==> src/rtl/clock_divider_multi.sv <==
// clock_divider_multi: NCH independent programmable clock dividers.
// Each channel produces a registered divided-clock level (divclk) and a
// one-cycle tick at the start of every period. A new divisor is captured
// into a pending slot and only takes effect at a period boundary (wrap)
// or on a global sync, so divclk never shows a runt phase. A stored
// divisor of 0 behaves like 1. Odd divisors give the extra cycle to the
// high phase. divclk is a data signal for enable logic, not a clock-tree
// driver.
module clock_divider_multi #(
    parameter int NCH         = 2,
    parameter int DIV_W       = 8,
    parameter int DEFAULT_DIV = 2
) (
    input  logic                 CLK,
    input  logic                 RST,
    input  logic [NCH-1:0]       enable,
    input  logic [NCH-1:0]       div_load,
    input  logic [NCH*DIV_W-1:0] div_value,
    input  logic                 sync,
    output logic [NCH-1:0]       divclk,
    output logic [NCH-1:0]       tick,
    output logic [NCH-1:0]       div_pending
);

    logic [DIV_W-1:0] cnt_q   [NCH];
    logic [DIV_W-1:0] cnt_d   [NCH];
    logic [DIV_W-1:0] dact_q  [NCH];
    logic [DIV_W-1:0] dact_d  [NCH];
    logic [DIV_W-1:0] dpend_q [NCH];
    logic [DIV_W-1:0] dpend_d [NCH];
    logic [NCH-1:0]   pend_q,   pend_d;
    logic [NCH-1:0]   divclk_q, divclk_d;
    logic [NCH-1:0]   tick_q,   tick_d;

    // Effective divisor: a stored 0 counts as 1.
    function automatic logic [DIV_W-1:0] eff_div(input logic [DIV_W-1:0] d);
        return (d == '0) ? DIV_W'(1) : d;
    endfunction

    // Length of the high phase: ceil(Deff/2), one bit wider to avoid overflow.
    function automatic logic [DIV_W:0] high_len(input logic [DIV_W-1:0] d);
        logic [DIV_W:0] e;
        e = {1'b0, eff_div(d)};
        return (e + (DIV_W+1)'(1)) >> 1;
    endfunction

    // Next-state logic per channel: sync beats counting; loads land in the pending slot.
    always_comb begin
        for (int i = 0; i < NCH; i++) begin
            cnt_d[i]    = cnt_q[i];
            dact_d[i]   = dact_q[i];
            dpend_d[i]  = dpend_q[i];
            pend_d[i]   = pend_q[i];
            divclk_d[i] = divclk_q[i];
            tick_d[i]   = 1'b0;
            if (sync) begin
                // Restart at phase 0; a load in this cycle supersedes any older pending value.
                cnt_d[i] = '0;
                if (div_load[i]) begin
                    dact_d[i]  = div_value[i*DIV_W +: DIV_W];
                    dpend_d[i] = div_value[i*DIV_W +: DIV_W];
                    pend_d[i]  = 1'b0;
                end else if (pend_q[i]) begin
                    dact_d[i] = dpend_q[i];
                    pend_d[i] = 1'b0;
                end
                divclk_d[i] = 1'b1;
                tick_d[i]   = enable[i];
            end else begin
                if (enable[i]) begin
                    // >= rather than == keeps the counter safe from any out-of-range state.
                    if (cnt_q[i] >= eff_div(dact_q[i]) - DIV_W'(1)) begin
                        cnt_d[i]  = '0;
                        tick_d[i] = 1'b1;
                        if (pend_q[i]) begin
                            dact_d[i] = dpend_q[i];
                            pend_d[i] = 1'b0;
                        end
                    end else begin
                        cnt_d[i] = cnt_q[i] + DIV_W'(1);
                    end
                    divclk_d[i] = ({1'b0, cnt_d[i]} < high_len(dact_d[i]));
                end
                // Applied after the wrap so a same-cycle load waits for the following wrap.
                if (div_load[i]) begin
                    dpend_d[i] = div_value[i*DIV_W +: DIV_W];
                    pend_d[i]  = 1'b1;
                end
            end
        end
    end

    // State and output registers; reset reloads the default divisor one step before wrap.
    always_ff @(posedge CLK) begin
        if (RST) begin
            for (int i = 0; i < NCH; i++) begin
                cnt_q[i]   <= DIV_W'(DEFAULT_DIV - 1);
                dact_q[i]  <= DIV_W'(DEFAULT_DIV);
                dpend_q[i] <= DIV_W'(DEFAULT_DIV);
            end
            pend_q   <= '0;
            divclk_q <= '0;
            tick_q   <= '0;
        end else begin
            cnt_q    <= cnt_d;
            dact_q   <= dact_d;
            dpend_q  <= dpend_d;
            pend_q   <= pend_d;
            divclk_q <= divclk_d;
            tick_q   <= tick_d;
        end
    end

    assign divclk      = divclk_q;
    assign tick        = tick_q;
    assign div_pending = pend_q;

endmodule

==> config.mk <==
export PLATFORM = sky130hd
export DESIGN_NAME = clock_divider_multi
export DESIGN_NICKNAME = d
export VERILOG_FILES = /design/src/rtl/clock_divider_multi.sv
export SDC_FILE = /design/constraint.sdc
export NUM_CORES = 1
export LEC_CHECK = 0
export ABC_AREA = 0
export CORE_MARGIN = 2
export CORE_UTILIZATION = 47
export CTS_CLUSTER_SIZE = 8
export DETAILED_ROUTE_END_ITERATION = 7
export GPL_ROUTABILITY_DRIVEN = 1
export PLACE_DENSITY_LB_ADDON = 0.3
export SLEW_MARGIN = 0
export SYNTH_ARGS = -nofsm -noshare
export SYNTH_HDL_FRONTEND = slang
export SYNTH_SLANG_ARGS = --single-unit
==> constraint.sdc <==
create_clock -name CLK -period 7.1 [get_ports CLK]
set_clock_uncertainty 0.05 [all_clocks]
set_input_delay 1.42 -clock CLK [delete_from_list [all_inputs] [get_ports CLK]]
set_output_delay 1.42 -clock CLK [all_outputs]
set_load 0.005 [all_outputs]
==> reports/results.txt <==
VDD IR max -> 0.08750 mV
Outcome -> completed
Layout Nets -> 586
Worst path required time -> 7310 ps
I/O Buffers -> 28
Final Cycle Share -> 68.64%
Fraction of the mapped netlist area in compound gates -> 19.25%
Adder and majority gate portion of the synthesized area -> 10.01%
Post-synth EDFFs -> 0
Vias in the first global route -> 3431
Routability cong. -> 0.8791
Tightest Pin Transition -> 996.8 ps
Share of cells above drive strength 1 -> 5.472%
Final Hold Fails -> 0
Full die area -> 0.009823 mm^2
Worst-case clock buffer depth -> 2
Initial antenna violation count -> 0
Synthesized area per cell -> 7.992 um^2
TritonCTS clock tree -> yes
Initial Util -> 48.52%
Top cells by area, synth -> dfxtp_1 25%, ha_1 10%, mux2i_1 8.2%, nor2_1 7.2%, a21oi_1 5.3%
TNS Setup -> 0 ps
NetSw -> 0.2498 mW
Placed cell count -> 630
Post-DP HPWL -> 7441 um
Util after Layout -> 52.38%
Mux cell area share after synthesis -> 10.36%
Total Routing Usage GR -> 20.46%
Post-route minimum period -> 4873 ps
HP Class -> register to register
XOR/XNOR share of the synthesized area -> 9.270%
Reg2reg path depth -> 19
FF+latch count, synth -> 54
Final setup violation count -> 0
Post-Synth Simple-Gate Area -> 20.48%
R2r endpoint -> divclk[0]
DR pass1 iterations -> 4
Crit Path Category -> register to register
Synth warn -> 0
Sw Ratio -> 33.85%
Hold-critical path endpoint -> cnt_q[7]
Leakage power -> 1.935 nW
Count of cells resized by post-cts repair -> 0
CTS Hold Bufs -> 0
Clk slew on worst S/H paths -> 110 ps
DRC Markers -> 0
Chip Width -> 99.11 um
Largest fanout on the critical path -> 17
Combinational share of power -> 27.0%
Pint -> 0.4881 mW
Min-delay src -> cnt_q[7]
Htree depth -> 2
Max cap viols -> 0
Area Growth Syn to Fin -> 7.975%
Rows -> 34
Startpoint Class -> register
Core Region -> 0.008763 mm^2
Syn_nets -> 589
First-pass GRT wire length -> 16830 um
Asr flop ratio synth -> 0%
Pwr Density -> 160.7 mW/mm^2
Drt initial violations -> 193
Die Ht -> 99.11 um
Mapped Cells -> 532
Top-count cell post-synth -> nor2_1
Later-pin clock latency in the skew report -> 320 ps
Clock power share -> 25.1%
Root Driver -> clkbuf_8
Relative slew slack -> 33.55%
Min-Delay Path Depth -> 2
Antenna fix cells -> 0
Arrival time at the worst endpoint -> 5080 ps
Largest family of logic cells by synthesized area -> simple AND/OR/NAND/NOR gates
Tot Pwr -> 0.7379 mW
Post-synth top cells -> 81 x nor2_1, 54 x dfxtp_1, 45 x a21oi_1, 38 x nand2_1, 35 x mux2i_1
Share of the synthesized area in the top cell type -> 25.43%
Total Wirelength -> 10010 um
Vias -> 3741
Synth Flop Type -> dfxtp_1
Synth unique cells -> 53
Sequential fraction of design power -> 47.9%
Cell taking the most area after synthesis -> dfxtp_1
Reg2reg setup slack -> 2230 ps
Post-DRT Antenna Nets -> 0
Fmax -> 205.2 MHz
RR Startpoint -> dact_q[10]
RSZ-0062 raised after global routing -> false
GRT overflow -> 0
I/O Pins -> 29
Post-synthesis sequential area ratio -> 25.43%
Largest net degree at the start of global routing -> 55
Post-CTS setup buffers -> 0
Clock buffer count from CTS -> 5
Clock Sinks -> 54
Via density -> 5.864
Critical path capture point type -> register
Cell Count, Final, Fillers Out -> 638
Fin. max-slew vios -> 0
Post-Syn Area -> 0.004252 mm^2
Drt wl/cell -> 15.70 um
-- cell families after synthesis --
group | Yosys count
adders and majority gates | 34
DFF | 54
AOI/OAI and AO/OA | 114
and+or+nand+nor | 191
buffers and inverters | 51
muxes | 43
xor gates and xnor gates | 45
-- flip-flops by register name (all words and copies together), names as in the netlist --
name	flops
cnt_q	16
dact_q	16
div_pending	2
divclk	2
dpend_q	16
tick	2
-- how the worst max path moves through the flow --
stage | start | end | slack (ps)
after floorplan | dact_q[10] | divclk[0] | 2950
after global placement | dact_q[10] | divclk[0] | 2530
after detailed placement | dact_q[10] | divclk[0] | 2280
after CTS | dact_q[10] | divclk[0] | 2260
after global routing | dact_q[10] | divclk[0] | 1690
final | dact_q[10] | divclk[0] | 2230
-- metrics by stage --
stage / area, um^2 / hold slack, ps / worst slack [ps]
3_5_place_dp: 4497 / 454.0 / 2278
5_1_grt: 4591 / 512.4 / 1689
3_3_place_gp: 4497 / 448.2 / 2532
6_report: 4591 / 476.0 / 2227
4_1_cts: 4591 / 474.4 / 2264
2_1_floorplan: 4252 / 429.4 / 2954
-- routing by layer --
metal | up-vias | wire [um] | track usage [%]
met5 | - | 0 | 0
met4 | 0 | 86 | 3.793
met3 | 6 | 346 | 2.600
met2 | 82 | 4326 | 31.86
met1 | 1758 | 5255 | 30.60
li1 | 1895 | - | -
-- power by group through the flow --
| stage | combinational, mW | sequential [mW] | clock, mW |
|---|---|---|---|
| CTS | 0.198 | 0.353 | 0.189 |
| detailed placement | 0.197 | 0.360 | 0 |
| finish | 0.199 | 0.354 | 0.185 |
| global placement | 0.192 | 0.359 | 0 |
| global route | 0.222 | 0.357 | 0.203 |
| floorplan | 0.163 | 0.341 | 0 |
-- cell type report --
type	instances	area, um^2
fill	823	4173
multi-input combinational	427	2949
sequential	54	1081
timing repair buffer	30	290.3
tap	108	135.1
clock buffer	5	68.82
inverter	11	41.29
clock inverter	3	25.02
-- critical path: stages (launching register included) --
cell and delay [ps]:
dfxtp_1 420, nor4_1 600, a31oi_1 210, ha_1 260, nand2_1 80, xor2_1 60, ha_1 300, and3_1 200
o211ai_1 120, o21ai_2 510, nand2_1 400, nor2_1 200, a21oi_1 60, ha_1 310, a21oi_1 130, nor2b_1 60
o21ai_0 150, nand3b_1 110, a2111oi_0 420, a21o_1 170
-- placed cells by master, fill, tap and decap left out, types with 10 or more instances in the layout --
cell type / instances
xnor2_1: 21
and3_1: 14
ha_1: 34
clkdlybuf4s50_1: 27
a21oi_1: 45
dfxtp_1: 54
nand2_1: 38
mux2i_1: 35
nand3_1: 21
inv_1: 10
o311a_1: 14
nor3_1: 14
xor2_1: 24
nor2_1: 81
(Power assumes the default switching activity.)
